File: src/rtl/slink_prbs_tester.sv
// Multi-channel, multi-lane PRBS7/PRBS15 generator with a self-synchronising checker per channel.
// Each channel reports lock, sticky loss of lock, and a saturating bit-error count.
module slink_prbs_tester #(
    parameter int NumChan     = 1,
    parameter int NumLanes    = 4,
    parameter int LockCount   = 16,
    parameter int LossCount   = 8,
    parameter int ErrCntWidth = 16
) (
    input  logic                            clk_i,
    input  logic                            rst_ni,
    input  logic                            en_i,
    input  logic                            mode_i,
    input  logic                            clr_i,
    input  logic [NumChan-1:0]              inject_err_i,
    output logic [NumChan*NumLanes-1:0]     tx_o,
    input  logic [NumChan*NumLanes-1:0]     rx_i,
    output logic [NumChan-1:0]              locked_o,
    output logic [NumChan-1:0]              lost_o,
    output logic [NumChan*ErrCntWidth-1:0]  err_cnt_o
);

    // state  | meaning
    // ACQ    | acquiring: counting down consecutive clean cycles towards lock
    // LOCKED | locked: counting bit errors, counting down consecutive bad cycles towards loss
    typedef enum logic {ACQ = 1'b0, LOCKED = 1'b1} state_e;

    localparam int PopW  = $clog2(NumLanes + 1);
    localparam int SumW  = ((ErrCntWidth > PopW) ? ErrCntWidth : PopW) + 1;
    localparam int LockW = $clog2(LockCount + 1);
    localparam int LossW = $clog2(LossCount + 1);
    localparam logic [LockW-1:0] LockLoad = LockW'(LockCount - 1);
    localparam logic [LossW-1:0] LossLoad = LossW'(LossCount - 1);
    localparam logic [SumW-1:0]  ErrMax   = SumW'({ErrCntWidth{1'b1}});

    function automatic logic tap_fb(input logic [14:0] v, input logic m15);
        return m15 ? (v[14] ^ v[13]) : (v[6] ^ v[5]);
    endfunction

    function automatic logic win_zero(input logic [14:0] v, input logic m15);
        return m15 ? (v == 15'd0) : (v[6:0] == 7'd0);
    endfunction

    logic mode_q;
    logic restart;

    // A mode change behaves like a one-cycle disable so both ends reseed together.
    assign restart = !en_i || (mode_i != mode_q);

    always_ff @(posedge clk_i or negedge rst_ni) begin
        if (!rst_ni) begin
            mode_q <= 1'b0;
        end else begin
            mode_q <= mode_i;
        end
    end

    for (genvar c = 0; c < NumChan; c++) begin : g_chan
        logic [14:0]            lfsr_q [NumLanes];
        logic [14:0]            chk_q  [NumLanes];
        logic [NumLanes-1:0]    tx_q;
        logic [NumLanes-1:0]    mism;
        logic [NumLanes-1:0]    zero;
        logic [PopW-1:0]        pop;
        logic [SumW-1:0]        sum;
        logic [ErrCntWidth-1:0] err_inc;
        logic                   clean;

        state_e                 state_q;
        logic [LockW-1:0]       lock_rem_q;
        logic [LossW-1:0]       loss_rem_q;
        logic                   locked_q;
        logic                   lost_q;
        logic [ErrCntWidth-1:0] err_q;

        always_comb begin
            mism = '0;
            zero = '0;
            pop  = '0;
            for (int l = 0; l < NumLanes; l++) begin
                mism[l] = rx_i[c*NumLanes + l] ^ tap_fb(chk_q[l], mode_i);
                zero[l] = win_zero(chk_q[l], mode_i);
                pop     = pop + PopW'(mism[l]);
            end
            clean   = !(|mism) && !(|zero);
            sum     = SumW'(err_q) + SumW'(pop);
            err_inc = (sum > ErrMax) ? '1 : sum[ErrCntWidth-1:0];
        end

        // Injection flips only the registered TX bit; the LFSR keeps its true sequence.
        always_ff @(posedge clk_i or negedge rst_ni) begin
            if (!rst_ni) begin
                for (int l = 0; l < NumLanes; l++) begin
                    lfsr_q[l] <= 15'(l + 1);
                    chk_q[l]  <= '0;
                end
                tx_q <= '0;
            end else if (restart) begin
                for (int l = 0; l < NumLanes; l++) begin
                    lfsr_q[l] <= 15'(l + 1);
                end
                tx_q <= '0;
            end else begin
                for (int l = 0; l < NumLanes; l++) begin
                    lfsr_q[l] <= mode_i ? {lfsr_q[l][13:0], tap_fb(lfsr_q[l], 1'b1)}
                                        : {8'd0, lfsr_q[l][5:0], tap_fb(lfsr_q[l], 1'b0)};
                    tx_q[l]   <= tap_fb(lfsr_q[l], mode_i) ^ ((l == 0) && inject_err_i[c]);
                    chk_q[l]  <= {chk_q[l][13:0], rx_i[c*NumLanes + l]};
                end
            end
        end

        // clr_i is applied first so that a loss in the same cycle still sets lost.
        always_ff @(posedge clk_i or negedge rst_ni) begin
            if (!rst_ni) begin
                state_q    <= ACQ;
                lock_rem_q <= LockLoad;
                loss_rem_q <= LossLoad;
                locked_q   <= 1'b0;
                lost_q     <= 1'b0;
                err_q      <= '0;
            end else begin
                if (clr_i) begin
                    err_q  <= '0;
                    lost_q <= 1'b0;
                end
                if (restart) begin
                    state_q    <= ACQ;
                    lock_rem_q <= LockLoad;
                    loss_rem_q <= LossLoad;
                    locked_q   <= 1'b0;
                end else begin
                    case (state_q)
                        ACQ: begin
                            if (!clean) begin
                                lock_rem_q <= LockLoad;
                            end else if (lock_rem_q == '0) begin
                                state_q    <= LOCKED;
                                locked_q   <= 1'b1;
                                loss_rem_q <= LossLoad;
                            end else begin
                                lock_rem_q <= lock_rem_q - LockW'(1);
                            end
                        end
                        LOCKED: begin
                            if (!clr_i) begin
                                err_q <= err_inc;
                            end
                            if (clean) begin
                                loss_rem_q <= LossLoad;
                            end else if (loss_rem_q == '0) begin
                                state_q    <= ACQ;
                                locked_q   <= 1'b0;
                                lost_q     <= 1'b1;
                                lock_rem_q <= LockLoad;
                            end else begin
                                loss_rem_q <= loss_rem_q - LossW'(1);
                            end
                        end
                    endcase
                end
            end
        end

        assign tx_o[c*NumLanes +: NumLanes]          = tx_q;
        assign locked_o[c]                           = locked_q;
        assign lost_o[c]                             = lost_q;
        assign err_cnt_o[c*ErrCntWidth +: ErrCntWidth] = err_q;
    end

endmodule
File: config.mk
export PLATFORM = sky130hd
export DESIGN_NAME = slink_prbs_tester
export DESIGN_NICKNAME = d
export VERILOG_FILES = /design/src/rtl/slink_prbs_tester.sv
export SDC_FILE = /design/constraint.sdc
export NUM_CORES = 1
export LEC_CHECK = 0
export ABC_CLOCK_PERIOD_IN_PS = 9500
export CORE_UTILIZATION = 38
export CTS_CLUSTER_DIAMETER = 120
export DETAILED_ROUTE_END_ITERATION = 7
export PLACE_DENSITY = 0.61
export SKIP_LAST_GASP = 1
export SYNTH_ARGS = -nofsm -noshare
export SYNTH_HDL_FRONTEND = slang
export SYNTH_SLANG_ARGS = --single-unit
export TNS_END_PERCENT = 100
File: constraint.sdc
create_clock -name clk_i -period 9.5 [get_ports clk_i]
set_input_delay 0.95 -clock clk_i [delete_from_list [all_inputs] [get_ports clk_i]]
set_output_delay 0.95 -clock clk_i [all_outputs]
set_load 0.05 [all_outputs]
### Word level (Yosys, flattened, before mapping)

Cells that the tools add are included.

* order comparisons: 1
* equal/unequal tests: 7
* bitwise gates (word level): 22
* add/sub/neg operators: 6
* reductions and logical operators: 20
* multiplexer cells: 52

Operators by type and width (number)
* 16-bit 2-to-1 mux: 5
* 15-bit zero test: 4
* 15-bit 2-to-1 mux: 4
* 60-bit 2-to-1 mux: 1
* 7-bit zero test: 4
* 1-bit 2-to-1 mux: 27
* 5-bit 2-to-1 mux: 5
* 4-bit 2-to-1 mux: 6
* 1-bit bitwise XOR: 21
* 16-bit by 3-bit adder with 17-bit output: 1
* 17-bit by 16-bit > comparator with 1-bit output, second input constant: 1
* 5-bit case mux with 2 select lines: 1
* 3-bit != test, second input constant: 3
* 4-bit != test, second input constant: 2
* 4-bit case mux with 2 select lines: 1
* 4-bit OR reduction: 2
* 3-bit AND reduction: 2
* 5-bit zero test: 1
* 5-bit by 1-bit subtractor with 5-bit output, second input constant: 1
* 4-bit zero test: 1
* 1-bit case mux with 2 select lines: 2
* 4-bit AND reduction: 1
* 4-bit by 1-bit subtractor with 4-bit output, second input constant: 1
* 2-bit by 1-bit adder with 3-bit output: 1
* other kinds (8): 10

* register bits after elaboration: 153
* logic and storage cells: 124
* output and inout bits: 22
* input port bits: 10

### Depth between registers and ports, before layout

* word-level depth: 12
* depth in mapped cells: 15
* mapped depth without buffers: 14

### Worst setup path after synthesis

Ideal clock, no wire load.

* path type: in2reg
* from: input mode_i
* to: register g_chan[0].err_q[9], in the netlist err_cnt_o[9]
* cell stages on the path: 15
* slack: 5.579 ns
* data required time: 9.401 ns
* path buffers: 1
* library setup time: 0.099 ns
* arrival time: 3.822 ns
* path through: inv_2 > mux2i_1 > xnor2_1 > inv_1 > fa_1 > inv_1 > fa_1 > fa_1 > nand4_1 > or3_4 > or2_1 > buf_6 > a21oi_2 > nor2_1 > a311oi_1

* word-level cells in the longest chain between the ends: 11
* elaborated cells on any way between the ends: 19
* classes of those cells: 4 x add/sub; 1 x order compare; 1 x eq/ne; 8 x mux; 4 x bitwise; 1 x reduce/logical

RTL lines
* from (decl): line 13 `input logic mode_i,`
* 1-bit 2-to-1 mux: line 37 `return m15 ? (v[14] ^ v[13]) : (v[6] ^ v[5]);`
* 1-bit bitwise XOR: line 81 `mism[l] = rx_i[c*NumLanes + l] ^ tap_fb(chk_q[l], mode_i);`
* 1-bit by 1-bit adder with 2-bit output: line 83 `pop = pop + PopW'(mism[l]);`
* 2-bit by 1-bit adder with 3-bit output: line 83
* 3-bit by 1-bit adder with 3-bit output: line 83
* 16-bit by 3-bit adder with 17-bit output: line 86 `sum = SumW'(err_q) + SumW'(pop);`
* 17-bit by 16-bit > comparator with 1-bit output: line 87 `err_inc = (sum > ErrMax) ? '1 : sum[ErrCntWidth-1:0];`
* 16-bit 2-to-1 mux: line 87
* 16-bit 2-to-1 mux: line 146 `if (!clr_i) begin`
* 16-bit 2-to-1 mux: line 133 `case (state_q)`
* 16-bit 2-to-1 mux (*): line 127 `if (restart) begin`
* to (signal assigned): line 147 `err_q <= err_inc;`
* to (decl): line 74 `logic [ErrCntWidth-1:0] err_q;`

Mark *: on every way between the ends. The rest lies on a longest branch, timed or not.
A chain may end at the register's enable or synchronous reset.

### Worst setup path in the final report

* from: input mode_i
* to: register g_chan[0].err_q[8], in the netlist err_cnt_o[8]

The elaborated chain is that of the path after synthesis.

==> flow_metrics.py <==
metrics = {
    "logic_synthesis": {
        "post_synth_inst_count": 623,
        "syn-cell-area_mm2": 0.00631,
        "async_flop_share_pct": 100,
        "ys.warnings.count": 0,
        "ys_types": 51,
        "ys_seq_elements": 151,
        "synth_edf_count": 0,
        "synth_nets": 640,
        "synthFlopType": "dfrtp_1",
        "ys_seq_area_share_pct": 60.1,
        "avgSynthCellArea_um2": 10.1,
    },
    "critical_path": {
        "slowest_stage": "fa_1",
        "worstPathRequired_ns": 9.77,
        "crit_family": "adder cells",
        "crit_cells": 14,
        "worstPathArrival_ns": 4.84,
        "startpoint_type": "input pin",
        "crit_chain": "clkdlybuf4s50_1 -> inv_2 -> mux2i_1 -> xnor2_1 -> inv_1 -> fa_1 -> inv_1 -> fa_1 -> fa_1 -> nand4_1 -> or3_4 -> nor2_1 -> nor3_1 -> a311oi_1",
        "crit_top_cell": "fa_1",
        "cp_slowest_stage_delay_ns": 0.51,
        "end_kind": "flop",
        "critPathBufInv": 4,
        "critPathMaxFanout": 16,
        "r2r_cells": 13,
        "critPathKind": "input pin to flop",
    },
    "layout": {
        "num-nets-final": 666,
        "stdcell_count": 878,
        "syn2layout_area_growth_pct": 17.4,
        "utilization_pct": 46.1,
        "finalInstanceArea_mm2": 0.00740,
        "drive_gt1_share_pct": 8.91,
        "antenna_cells": 0,
    },
    "global_routing": {
        "grt_pass1_wl_mm": 19.8,
        "grt-ovfl-total": 0,
        "grt_pass1_vias": 4050,
        "grt_max_degree": 89,
        "grt_usage_pct": 15.1,
        "antenna_found_initial": 0,
    },
    "die": {
        "row_count": 46,
        "dieArea_mm2": 0.0171,
        "die_w_um": 131,
        "coreArea_mm2": 0.0161,
        "num_io_pins": 32,
        "start_util_pct": 39.3,
        "fp.dieH_um": 131,
    },
    "timing": {
        "setup-violations-final": 0,
        "timing.final.crit_share_pct": 48.1,
        "timing.hold.ws_ns": 0.442,
        "fmax_mhz": 219,
        "setup_slack_ns": 4.93,
        "grt_setup_unrepaired": "false",
        "fin_crit_ns": 4.57,
        "relSlewSlack_pct": 36.6,
        "finalHoldViolations": 0,
        "finalMaxSlewViolations": 0,
        "fin_tns_setup_ns": 0,
        "worst_slew_pin_slew_ns": 0.951,
        "finClkSkew_ns": 0.00973,
    },
    "placed_design": {
        "port-buffer-count": 31,
        "dp_hpwl_mm": 7.41,
        "place_inst": 846,
        "place_ws_ns": 4.53,
        "place_area_mm2": 0.00678,
        "routabilityCongestion": 0.794,
    },
    "min_path": {
        "min_path_cells": 1,
        "hold_class": "flop to flop",
    },
    "route": {
        "vias": 4201,
        "drt-initial-drc-count": 324,
        "wl_met3_um": 396,
        "wirelength_met1_mm": 5.93,
        "drc": 0,
        "viasPerCell": 4.78,
        "ant_nets": 0,
        "routed_wirelength_mm": 11.7,
        "routedWlPerCell_um": 13.3,
        "wl_met2_mm": 5.13,
        "first_pass_iters": 5,
        "routed.top_layer": "met4",
    },
    "clock_tree": {
        "cts.reportedPaths.clkPinSlew_ns": 0.06,
        "htree_levels": 4,
        "ctsResizeCount": 0,
        "insertion_delay_ns": 0.43,
        "cts_buffer_depth": 2,
        "cts_tree": "built",
        "ctsHoldBuffers": 0,
        "post_cts_buffers": 0,
        "cts.sinks": 151,
        "cts_root_buffer": "clkbuf_16",
        "numCtsBuffers": 17,
    },
    "run_status": {
        "status": "finished clean",
    },
    "power_and_ir_drop": {
        "p_total_mw": 1.67,
        "power_density_mw_per_mm2": 225,
        "ir_worst_vdd_v": 0.000161,
        "power.leakage_nw": 3.65,
    },
    "flow_run": {
        "max-cap-violations": 0,
    },
}
## cell type report
cell class,instances,area (µm²)
well taps,216,270
clock inverters,12,164
inverters,16,60.1
fillers,1452,8650
multi-input cells,428,2320
clock buffers,20,457
repair buffers,35,342
flip-flops and latches,151,3790
## sequential cells by signal (all words and copies together) (netlist names)
| register | cells |
|---|---|
| err_cnt_o | 16 |
| g_chan.chk_q | 60 |
| g_chan.lfsr_q | 59 |
| g_chan.lock_rem_q | 5 |
| g_chan.loss_rem_q | 4 |
| g_chan.state_q | 1 |
| locked_o | 1 |
| lost_o | 1 |
| mode_q | 1 |
| tx_o | 3 |
## worst paths after layout
check / from / to / slack [ns]
setup / recovery: mode_i / err_cnt_o[8]$_DFF_PN0_ / 4.93
hold / removal: g_chan[0].lfsr_q[1]$_DFF_PN0_ / g_chan[0].lfsr_q[2]$_DFF_PN1_ / 0.44
setup reg to reg: g_chan[0].chk_q[20]$_DFFE_PN0P_ / err_cnt_o[8]$_DFF_PN0_ / 5.68
hold reg to reg: g_chan[0].lfsr_q[1]$_DFF_PN0_ / g_chan[0].lfsr_q[2]$_DFF_PN1_ / 0.44
max in group asynchronous: rst_ni / err_cnt_o[11]$_DFF_PN0_ / 7.55
min in group asynchronous: rst_ni / g_chan[0].lfsr_q[1]$_DFF_PN0_ / 0.53
## metal layers
metal | vias up | track usage (%)
li1 | 2079 | -
met1 | 2034 | 21.4
met2 | 71 | 21.7
met3 | 17 | 3.18
met4 | 0 | 7.78
met5 | - | 0
## report_power, final
group	switching [mW]	total, mW	leakage [nW]	internal (mW)
Clock	0.265	0.696	0.296	0.431
Sequential	0.0533	0.760	2.03	0.707
Combinational	0.128	0.211	1.32	0.0825
Total	0.446	1.67	3.65	1.22
## placed cells by master (no fill, tap or decap), types with 3 or more instances in the layout
| master | netlist | final |
|---|---|---|
| and2_1 | 55 | 55 |
| ha_1 | 4 | 4 |
| buf_4 | 3 | 4 |
| xnor2_1 | 8 | 8 |
| nor2_1 | 30 | 30 |
| o21ai_0 | 4 | 3 |
| a21oi_2 | 3 | 3 |
| nand2b_1 | 3 | 3 |
| inv_1 | 15 | 15 |
| a31oi_1 | 3 | 3 |
| inv_6 | 0 | 3 |
| fa_1 | 3 | 3 |
| a21oi_1 | 17 | 17 |
| nand3_1 | 11 | 11 |
| dfstp_2 | 12 | 12 |
| a211oi_1 | 8 | 8 |
| clkinvlp_4 | 0 | 3 |
| mux2i_1 | 5 | 5 |
| a311oi_1 | 5 | 5 |
| clkbuf_16 | 0 | 17 |
| dfrtp_1 | 139 | 139 |
| xor2_1 | 13 | 13 |
| clkdlybuf4s50_1 | 0 | 30 |
| nor3_1 | 15 | 15 |
| o22ai_1 | 3 | 3 |
| bufinv_16 | 0 | 3 |
| nor4_1 | 13 | 13 |
| nand2_1 | 196 | 196 |
## synthesized netlist by cell type (2+ instances only)
| cell type | instances | share of area, % |
|---|---|---|
| mux2i_1 | 5 | 0.79 |
| clkbuf_1 | 17 | 1.0 |
| nor3_1 | 15 | 1.2 |
| xor2_1 | 13 | 1.8 |
| and2_1 | 55 | 5.5 |
| dfrtp_1 | 139 | 55 |
| a21oi_2 | 3 | 0.42 |
| o2bb2ai_1 | 2 | 0.28 |
| buf_1 | 4 | 0.24 |
| and3_1 | 2 | 0.20 |
| dfstp_2 | 12 | 5.0 |
| buf_4 | 3 | 0.36 |
| a21oi_1 | 17 | 1.3 |
| a31oi_1 | 3 | 0.30 |
| fa_1 | 3 | 0.95 |
| nor2_1 | 30 | 1.8 |
| a41oi_1 | 2 | 0.28 |
| o22ai_1 | 3 | 0.30 |
| ha_1 | 4 | 0.79 |
| or3_1 | 2 | 0.20 |
| buf_6 | 3 | 0.54 |
| nand2b_1 | 3 | 0.30 |
| mux2_1 | 2 | 0.36 |
| o21ai_0 | 4 | 0.32 |
| xnor2_1 | 8 | 1.1 |
| nand3_1 | 11 | 0.87 |
| nand4_1 | 2 | 0.20 |
| inv_1 | 15 | 0.89 |
| a211oi_1 | 8 | 0.95 |
| nand2_1 | 196 | 12 |
| nor4_1 | 13 | 1.3 |
| a311oi_1 | 5 | 0.69 |
## kinds of logic (layout without fill, tap and decap cells)
group           Yosys count  after routing  synth area share (%)
mux                       7              7                  1.15
simple gates            337            337                  24.5
xor+xnor                 21             21                  2.92
buf+inv                  44             83                  3.31
compound gates           56             56                  6.29
flops                   151            151                  60.1
fa+ha+maj                 7              7                  1.75
Note: power is estimated with default switching activity, not from simulation.
